`config.mk`:
```
export PLATFORM = sky130hd
export DESIGN_NAME = apb_cmd_master
export DESIGN_NICKNAME = d
export VERILOG_FILES = /design/src/rtl/apb_cmd_master.sv
export SDC_FILE = /design/constraint.sdc
export NUM_CORES = 1
export LEC_CHECK = 0
export ABC_CLOCK_PERIOD_IN_PS = 5300
export BUFFER_PORTS_ARGS = -buffer_cell sky130_fd_sc_hd__buf_2
export CAP_MARGIN = 10
export CORE_ASPECT_RATIO = 0.9
export CORE_UTILIZATION = 32
export DETAILED_ROUTE_END_ITERATION = 7
export GPL_TIMING_DRIVEN = 0
export PLACE_DENSITY = 0.66
export SYNTH_ARGS = -nofsm -noshare
export SYNTH_HDL_FRONTEND = slang
export SYNTH_SLANG_ARGS = --single-unit
```
`constraint.sdc`:
```
create_clock -name clk -period 5.3 [get_ports clk]
set_clock_uncertainty 0.2 [all_clocks]
set_input_delay 0.795 -clock clk [delete_from_list [all_inputs] [get_ports clk]]
set_output_delay 0.795 -clock clk [all_outputs]
set_load 0.01 [all_outputs]
```
`src/rtl/apb_cmd_master.sv`:
```
// APB initiator: executes single read/write transfers from a packed host command
// stream and returns a status header (plus read data) for each command.
module apb_cmd_master #(
  parameter int ADDR_W  = 40,
  parameter int TIMEOUT = 16
) (
  input  logic              clk,
  input  logic              reset,
  input  logic [31:0]       cmd_data,
  input  logic              cmd_empty,
  output logic              cmd_rd_en,
  output logic [31:0]       rsp_data,
  output logic              rsp_wr_en,
  input  logic              rsp_full,
  output logic              psel,
  output logic              penable,
  output logic              pwrite,
  output logic [ADDR_W-1:0] paddr,
  output logic [31:0]       pwdata,
  output logic [3:0]        pstrb,
  input  logic [31:0]       prdata,
  input  logic              pready,
  input  logic              pslverr,
  output logic              busy,
  output logic [15:0]       err_count
);

  typedef enum logic [2:0] {
    ST_IDLE     = 3'd0,
    ST_GET_DATA = 3'd1,
    ST_SETUP    = 3'd2,
    ST_ACCESS   = 3'd3,
    ST_RSP_HDR  = 3'd4,
    ST_RSP_DATA = 3'd5
  } state_t;

  localparam logic [1:0] STS_OK      = 2'b00;
  localparam logic [1:0] STS_SLVERR  = 2'b01;
  localparam logic [1:0] STS_TIMEOUT = 2'b10;
  localparam logic [7:0] TO_LAST     = 8'(TIMEOUT - 1);

  state_t      state_r;
  state_t      state_s;
  logic        cmd_rd_s;
  logic        rsp_wr_s;
  logic        acc_done_s;
  logic        acc_tmo_s;
  logic [1:0]  sts_s;
  logic        write_r;
  logic [6:0]  tag_r;
  logic [7:0]  wait_cnt_r;
  logic [31:0] rdata_r;
  logic [31:0] rsp_data_r;
  logic        psel_r;
  logic        penable_r;
  logic        pwrite_r;
  logic [ADDR_W-1:0] paddr_r;
  logic [31:0] pwdata_r;
  logic [3:0]  pstrb_r;
  logic        busy_r;
  logic [15:0] err_count_r;
  logic        unused_s;

  function automatic logic [31:0] build_hdr(input logic [1:0] sts, input logic wr,
                                            input logic [6:0] tag);
    build_hdr = {sts, wr, tag, 22'h0};
  endfunction

  function automatic logic [15:0] sat_inc(input logic [15:0] cnt);
    if (cnt == 16'hFFFF) begin
      sat_inc = cnt;
    end else begin
      sat_inc = cnt + 16'd1;
    end
  endfunction

  assign unused_s = ^cmd_data[1:0];

  // Next-state decode and FIFO handshake requests.
  always_comb begin
    state_s    = state_r;
    cmd_rd_s   = 1'b0;
    rsp_wr_s   = 1'b0;
    acc_done_s = 1'b0;
    acc_tmo_s  = 1'b0;
    case (state_r)
      ST_IDLE: begin
        if (!cmd_empty) begin
          cmd_rd_s = 1'b1;
          state_s  = cmd_data[31] ? ST_GET_DATA : ST_SETUP;
        end else begin
          state_s = ST_IDLE;
        end
      end
      ST_GET_DATA: begin
        if (!cmd_empty) begin
          cmd_rd_s = 1'b1;
          state_s  = ST_SETUP;
        end else begin
          state_s = ST_GET_DATA;
        end
      end
      ST_SETUP: begin
        state_s = ST_ACCESS;
      end
      ST_ACCESS: begin
        // pready wins over the timeout on the last allowed cycle
        if (pready) begin
          acc_done_s = 1'b1;
          state_s    = ST_RSP_HDR;
        end else if (wait_cnt_r == TO_LAST) begin
          acc_tmo_s = 1'b1;
          state_s   = ST_RSP_HDR;
        end else begin
          state_s = ST_ACCESS;
        end
      end
      ST_RSP_HDR: begin
        if (!rsp_full) begin
          rsp_wr_s = 1'b1;
          state_s  = write_r ? ST_IDLE : ST_RSP_DATA;
        end else begin
          state_s = ST_RSP_HDR;
        end
      end
      ST_RSP_DATA: begin
        if (!rsp_full) begin
          rsp_wr_s = 1'b1;
          state_s  = ST_IDLE;
        end else begin
          state_s = ST_RSP_DATA;
        end
      end
      default: begin
        state_s = ST_IDLE;
      end
    endcase
  end

  // Completion status of the current access cycle.
  always_comb begin
    sts_s = STS_TIMEOUT;
    if (acc_done_s) begin
      sts_s = pslverr ? STS_SLVERR : STS_OK;
    end else begin
      sts_s = STS_TIMEOUT;
    end
  end

  // State, APB outputs, response data and error counter.
  always_ff @(posedge clk) begin
    if (reset) begin
      state_r     <= ST_IDLE;
      write_r     <= 1'b0;
      tag_r       <= 7'h0;
      wait_cnt_r  <= 8'h0;
      rdata_r     <= 32'h0;
      rsp_data_r  <= 32'h0;
      psel_r      <= 1'b0;
      penable_r   <= 1'b0;
      pwrite_r    <= 1'b0;
      paddr_r     <= '0;
      pwdata_r    <= 32'h0;
      pstrb_r     <= 4'h0;
      busy_r      <= 1'b0;
      err_count_r <= 16'h0;
    end else begin
      state_r   <= state_s;
      psel_r    <= (state_s == ST_SETUP) || (state_s == ST_ACCESS);
      penable_r <= (state_s == ST_ACCESS);
      busy_r    <= (state_s != ST_IDLE);
      case (state_r)
        ST_IDLE: begin
          if (cmd_rd_s) begin
            write_r  <= cmd_data[31];
            tag_r    <= cmd_data[30:24];
            pwrite_r <= cmd_data[31];
            paddr_r  <= {{(ADDR_W-24){1'b0}}, cmd_data[23:2], 2'b00};
            pstrb_r  <= cmd_data[31] ? 4'hF : 4'h0;
            pwdata_r <= 32'h0;
          end
        end
        ST_GET_DATA: begin
          if (cmd_rd_s) begin
            pwdata_r <= cmd_data;
          end
        end
        ST_SETUP: begin
          wait_cnt_r <= 8'h0;
        end
        ST_ACCESS: begin
          if (acc_done_s || acc_tmo_s) begin
            rsp_data_r <= build_hdr(sts_s, write_r, tag_r);
            rdata_r    <= (acc_done_s && !write_r) ? prdata : 32'h0;
            if (sts_s != STS_OK) begin
              err_count_r <= sat_inc(err_count_r);
            end
          end else begin
            wait_cnt_r <= wait_cnt_r + 8'd1;
          end
        end
        ST_RSP_HDR: begin
          if (rsp_wr_s && !write_r) begin
            rsp_data_r <= rdata_r;
          end
        end
        default: ;
      endcase
    end
  end

  assign cmd_rd_en = cmd_rd_s & ~reset;
  assign rsp_wr_en = rsp_wr_s & ~reset;
  assign rsp_data  = rsp_data_r;
  assign psel      = psel_r;
  assign penable   = penable_r;
  assign pwrite    = pwrite_r;
  assign paddr     = paddr_r;
  assign pwdata    = pwdata_r;
  assign pstrb     = pstrb_r;
  assign busy      = busy_r;
  assign err_count = err_count_r;

endmodule
```
# After elaboration in Yosys (flattened, before gate mapping)
# Cells that the tools add are included.
# totals
register_bits	160
out_inout_bits	130
word_cells	82
# classes
n_addsub	2
eq_ne	14
mux	30
n_bitwise	4
reduce_logical	19
# op_table
op	n
$mux 32	5
$pmux 32 s2	2
$pmux 3 s6	1
$add 16x1->16 const B	1
$eq 16x16->1 const B	1
$pmux 8 s2	1
$mux 3	5
$eq 3x2->1 const B	4
$mux 1	10
$ne 2x2->1 const B	5
$add 8x1->8 const B	1
$eq 8x4->1 const B	1
$mux 2	4
$mux 8	1
$reduce_bool 2->1	4
$eq 3x3->1 const B	2
$reduce_and 2->1	3
$reduce_and 3->1	2
$mux 4	1
$reduce_and 4->1	1
$reduce_or 2->1	2
$eq 3x1->1 const B	1
$logic_not 3->1	1
$reduce_bool 3->1	1
5 further kinds	9

# Logic depth before layout (Yosys ltp)
# Gate-level depths: netlist (run 1).
# logic_depth
word_depth	7
mapped_depth	9

# Worst setup path after synthesis (run 1)
# OpenSTA, ideal clock, no wires.
# synth_timing
path_kind	input port to output port
start	in reset
end	out cmd_rd_en
arrival_time_ns	1.742
path_slack_ns	2.563
cell_stages	4
cell_sequence	clkbuf_1 > clkbuf_1 > buf_1 > nor2_1
# synth_via
elab_chain_cells	2
# synth_lines
element	line_no	text
start: declaration	8	input logic reset,
$not 1->1	212	assign cmd_rd_en = cmd_rd_s & ~reset;
$and 1x1->1	212	
end: declaration	11	output logic cmd_rd_en,
# Every way passes these cells.

# Worst setup path after layout (run 1)
# Ends and elaborated chain as after synthesis.

==> results.py, run 1 <==
metrics = {
    "status": {
        "status": "finished clean",
    },
    "clocking": {
        "cts_setup_buffers": 0,
        "insertion_delay_ns": 0.42,
        "cts.sinks": 156,
        "cts_buffer_depth": 2,
        "htreeDepth": 4,
        "cts_tree": "yes",
        "postCtsHoldBufs": 0,
        "cts_buffers": 17,
        "root_buffer": "clkbuf_16",
        "cts_resized": 0,
        "clk_pin_slew_ns": 0.06,
    },
    "timing": {
        "post-route-min-period_ns": 3.50,
        "hold_violations": 0,
        "max_freq_mhz": 285,
        "tns_ns": 0,
        "tightest_slew_ns": 0.935,
        "fin_crit_sh_pct": 66.1,
        "slew_headroom_pct": 37.2,
        "timing.hold.ws_ns": 0.247,
        "rsz0062_at_grt": "false",
        "slew_viol_final": 0,
        "setup_viol": 0,
    },
    "synthesis": {
        "syn_inst": 744,
        "synth_largest_area_cell": "dfxtp_1",
        "ys_ff_latch": 156,
        "synth_area_um2": 6310,
        "synth_cell_types": 46,
        "netlist.area_leader.share_pct": 49.5,
        "synthArstFlopShare_pct": 0,
        "syn_area_per_cell_um2": 8.48,
        "yosysWarnings": 0,
        "ys_seq_area_share_pct": 49.5,
        "synthFlopType": "dfxtp_1",
        "synth_edf_count": 0,
        "synthTopCellsByArea": "dfxtp_1 50%, a21oi_1 6.6%, nand2_1 6.1%",
    },
    "critical_path": {
        "setup.worst_path.start_class": "primary input",
        "crit_required_ns": 4.30,
        "critPathMaxFanout": 10,
        "cp-end-kind": "output port",
        "critical_path_arrival_ns": 2.51,
        "critPathKind": "in2out",
    },
    "routing": {
        "routed_wl_mm": 19.0,
        "dr.pass1.iters": 5,
        "via_per_inst": 4.98,
        "drtIter0Drc": 338,
        "final_antenna_net_count": 0,
        "vias": 6109,
        "route.detailed.drc": 0,
        "routedWlPerCell_um": 15.5,
    },
    "layout": {
        "syn2layout_area_growth_pct": 29.9,
        "fill_cells": 1968,
        "final_common_cell": "buf_2",
        "nets": 1033,
        "final_cell_mix": "190 x buf_2, 156 x dfxtp_1, 102 x nand2_1",
        "drive_above_1_share_pct": 26.1,
    },
    "floorplan": {
        "start_util_pct": 32.8,
        "die_area_um2": 20300,
        "fp.dieH_um": 135,
        "die_w_um": 150,
        "row_count": 48,
        "core_um2": 19200,
        "ioPinCount": 200,
    },
    "grt": {
        "grt_pass1_vias": 5659,
        "grt_pass1_wl_mm": 29.7,
        "antenna_found_initial": 5,
        "grt_max_degree": 17,
        "track_usage_pct": 18.9,
        "grt_overflow": 0,
    },
    "power": {
        "power.density_nw_per_um2": 332,
        "power_leakage_uw": 0.00339,
        "peakVddDrop_v": 0.000215,
    },
    "worst_hold_path": {
        "hp-class": "reg2reg",
    },
    "place": {
        "post-dp-hpwl_mm": 14.0,
        "gp_congestion": 0.775,
        "port_buffers": 181,
    },
    "job": {
        "cap_violations": 0,
    },
}
## per-layer routing
layer	routed length [um]	track usage [%]	vias up
li1	-	-	3028
met1	8410	24.3	2845
met2	8650	28.9	201
met3	1380	6.16	33
met4	544	8.08	2
met5	13	0	-
## layout make-up
class / count / area [um2] / share of cell area [%]
antenna: 3 / 7.51 / 0.0916
multi-input combinational: 515 / 2800 / 34.2
inverter: 7 / 26.3 / 0.321
tap: 250 / 313 / 3.82
buffer: 83 / 420 / 5.13
clock inverter: 12 / 138 / 1.68
clock buffer: 20 / 457 / 5.57
sequential: 156 / 3120 / 38.1
timing repair buffer: 181 / 906 / 11.1
## power by group
part           total (uW)  internal, uW  switching, uW
clock network        1230           725            502
registers            1230          1210           18.6
logic                 266          93.2            173
## flip-flops by register name (all words and copies together) (netlist names)
signal / flops
busy: 1
psel: 1
rdata_r: 32
pwdata: 32
wait_cnt_r: 8
err_count: 16
paddr: 22
state_r: 3
rsp_data: 32
penable: 1
tag_r: 7
pstrb: 1
## path summary, 6_finish.rpt
check	from	end	slack [ns]	cells past startpoint
max	reset	cmd_rd_en	1.80	6
max reg2reg	wait_cnt_r[0]	rdata_r[28]	2.77	8
min reg2reg	pwdata[2]	pwdata[2]	0.25	2
min	pwdata[2]	pwdata[2]	0.25	2
## cells in the mapped netlist (7+ instances only)
cell type / count
a31oi_1: 25
or4_1: 10
o21ai_0: 11
a21oi_1: 83
a22oi_1: 33
a211oi_1: 9
dfxtp_1: 156
o31ai_1: 10
nand3_1: 41
clkbuf_1: 49
buf_2: 9
buf_4: 22
nand2_1: 102
inv_1: 7
nor2_1: 78
and3_1: 7
nor4b_1: 22
mux2i_1: 9
## worst max-delay path: stages
cell,delay (ns)
buf_2,0.09
clkbuf_1,0.37
clkbuf_1,0.49
buf_1,0.48
nor2_1,0.11
buf_2,0.17
## kinds of logic after synthesis
group / Yosys count / synth area share (%)
compound gates: 184 / 17.9
fa+ha+maj: 2 / 0.397
buf+inv: 90 / 7.08
flops: 156 / 49.5
mux: 11 / 1.79
other cells: 1 / 0.0594
simple gates: 300 / 23.3
## stage by stage
| step | power [uW] | instances | cell area [um2] | util, % | worst slack, ns |
|---|---|---|---|---|---|
| 3_3_place_gp | 1520 | 1192 | 7590 | 39.5 | 1.78 |
| 6_report | 2720 | 1227 | 8190 | 42.6 | 1.80 |
| 2_1_floorplan | 1400 | 761 | 6370 | - | 2.56 |
| 3_5_place_dp | 1520 | 1192 | 7590 | 39.5 | 1.78 |
| 4_1_cts | 2750 | 1224 | 8190 | 42.6 | 1.77 |
| 5_1_grt | 2830 | 1226 | 8190 | 42.6 | 1.63 |
Power figures use the tool's default switching activity.
==> run 2, diff against run 1 <==
--- a/config.mk
+++ b/config.mk
@@ -5,14 +5,14 @@
 export SDC_FILE = /design/constraint.sdc
 export NUM_CORES = 1
 export LEC_CHECK = 0
-export ABC_CLOCK_PERIOD_IN_PS = 5300
+export ABC_CLOCK_PERIOD_IN_PS = 2840
 export BUFFER_PORTS_ARGS = -buffer_cell sky130_fd_sc_hd__buf_2
 export CAP_MARGIN = 10
 export CORE_ASPECT_RATIO = 0.9
 export CORE_UTILIZATION = 32
 export DETAILED_ROUTE_END_ITERATION = 7
 export GPL_TIMING_DRIVEN = 0
-export PLACE_DENSITY = 0.66
+export PLACE_DENSITY = 0.68
 export SYNTH_ARGS = -nofsm -noshare
 export SYNTH_HDL_FRONTEND = slang
 export SYNTH_SLANG_ARGS = --single-unit
==> constraint.sdc (replaced) <==
create_clock -name clk -period 2.84 [get_ports clk]
set_clock_uncertainty 0.2 [all_clocks]
set_input_delay 0.426 -clock clk [delete_from_list [all_inputs] [get_ports clk]]
set_output_delay 0.426 -clock clk [all_outputs]
set_load 0.01 [all_outputs]
==> results.py, run 2 (synthesized netlist as in run 1, its figures left out) <==
metrics = {
    "timing": {
        "timing.hold.ws_ns": 0.0466,
        "setup_viol": 0,
        "tightest_slew_ns": 0.982,
        "max_freq_mhz": 373,
        "fin_crit_sh_pct": 94.4,
        "slew_headroom_pct": 34.0,
        "post-route-min-period_ns": 2.68,
        "rsz0062_at_grt": "false",
        "hold_violations": 0,
        "slew_viol_final": 0,
    },
    "floorplan": {
        "die_area_um2": 20300,
        "fp.dieH_um": 135,
        "start_util_pct": 32.8,
        "die_w_um": 150,
        "row_count": 48,
        "core_um2": 19200,
        "ioPinCount": 200,
    },
    "layout": {
        "insertedDiodeCount": 0,
        "final_common_cell": "buf_2",
        "nets": 1033,
        "syn2layout_area_growth_pct": 30.2,
        "postLayoutCellArea_um2": 8210,
        "final_util_pct": 42.7,
        "final_cells": 1223,
        "final_cell_mix": "190 x buf_2, 156 x dfxtp_1, 102 x nand2_1",
        "drive_above_1_share_pct": 26.3,
    },
    "clocking": {
        "cts_setup_buffers": 0,
        "htreeDepth": 4,
        "cts_buffers": 17,
        "insertion_delay_ns": 0.42,
        "cts_buffer_depth": 2,
        "cts.sinks": 156,
        "root_buffer": "clkbuf_16",
        "cts_tree": "yes",
        "clk_pin_slew_ns": 0.06,
    },
    "power": {
        "power_leakage_uw": 0.00340,
        "power.density_nw_per_um2": 632,
        "pwr-share-comb_pct": 9.6,
        "clkPwrFrac_pct": 46.3,
        "p_seq_share_pct": 44.1,
        "switching_share_pct": 24.9,
        "p_int_uw": 3900,
        "peakVddDrop_v": 0.000401,
        "switching_power_uw": 1290,
    },
    "routing": {
        "via_per_inst": 5.06,
        "drtIter0Drc": 340,
        "final_antenna_net_count": 0,
        "vias": 6183,
        "routedWlPerCell_um": 15.8,
        "routed_wl_mm": 19.3,
        "route.detailed.drc": 0,
        "dr.pass1.iters": 5,
    },
    "critical_path": {
        "worstPathCellList": "buf_2 > nand2b_1 > clkbuf_1 > clkbuf_1 > nor3_1 > buf_2",
        "critical_path_arrival_ns": 2.05,
        "crit_required_ns": 2.21,
        "cp-end-kind": "output port",
        "setup.worst_path.start_class": "flip-flop",
        "critPathMaxFanout": 10,
        "critPathKind": "reg2out",
        "cp_slowest_cell": "clkbuf_1",
        "worst_path_largest_cell_delay_ns": 0.43,
    },
    "grt": {
        "grt_util_met3_pct": 5.39,
        "grt_max_degree": 17,
        "grt_use_met1_pct": 24.8,
        "grt_pass1_vias": 5937,
        "track_usage_pct": 19.2,
        "grt_overflow": 0,
        "grt_util_met2_pct": 30.3,
        "top_usage_layer": "met2",
        "antenna_found_initial": 1,
        "grt_pass1_wl_mm": 30.3,
    },
    "job": {
        "cap_violations": 0,
    },
    "place": {
        "post-dp-hpwl_mm": 14.0,
        "dpl_cell_area_um2": 7590,
        "dpl.cell_count": 1192,
        "gp_congestion": 0.789,
        "port_buffers": 181,
    },
    "status": {
        "status": "finished clean",
    },
    "worst_hold_path": {
        "hp-class": "in2reg",
    },
}
==> run 2: cell type report <==
cell class	instances	area (um2)
multi-input combinational	515	2800
inverter	7	26.3
timing repair buffer	181	906
buffer	83	423
tap	250	313
clock inverter	14	195
sequential	156	3120
fill	1983	11000
clock buffer	17	425
==> run 2: metal layers <==
| metal | share of wire (%) | routed length (um) |
|---|---|---|
| met3 | 6.0 | 1150 |
| met4 | 3.1 | 588 |
| met2 | 45 | 8710 |
| met5 | 0.067 | 13 |
| met1 | 46 | 8810 |
==> run 2: timing repair <==
action,in CTS,in global routing
resized for setup,0,4
hold buffers,0,0
setup endpoints to repair,0,1
==> run 2: power by group through the flow <==
stage	sequential, uW	clock (uW)	combinational (uW)
final	2290	2400	499
after global routing	2300	2550	557
after CTS	2290	2460	502
after detailed placement	2340	0	500
after global placement	2340	0	495
after floorplan	2360	0	265
==> run 2: per-stage QoR <==
step,worst slack (ns),setup TNS (ns),power [uW]
global route,0.0507,0,5400
detailed placement,0.0213,0,2840
finish,0.160,0,5190
global placement,-0.00171,-0.00171,2830
floorplan,0.710,0,2620
CTS,0.00939,0,5250
==> run 2: path summary, 6_finish.rpt <==
check	from	end	slack, ns	depth (start not counted)
worst max-delay path	state_r[1]	rsp_wr_en	0.16	6
worst min-delay path	prdata[12]	rdata_r[12]	0.05	3
worst min register to register	pwdata[29]	pwdata[29]	0.25	2
worst max register to register	wait_cnt_r[0]	rdata_r[23]	0.29	8
==> run 2: worst max-delay path, delay by kind of cell, from the launching register on <==
kind | cells | cell delay, ns
buffers and inverters | 4 | 1.11
AND/OR/NAND/NOR | 2 | 0.21
flip-flops | 1 | 0.31
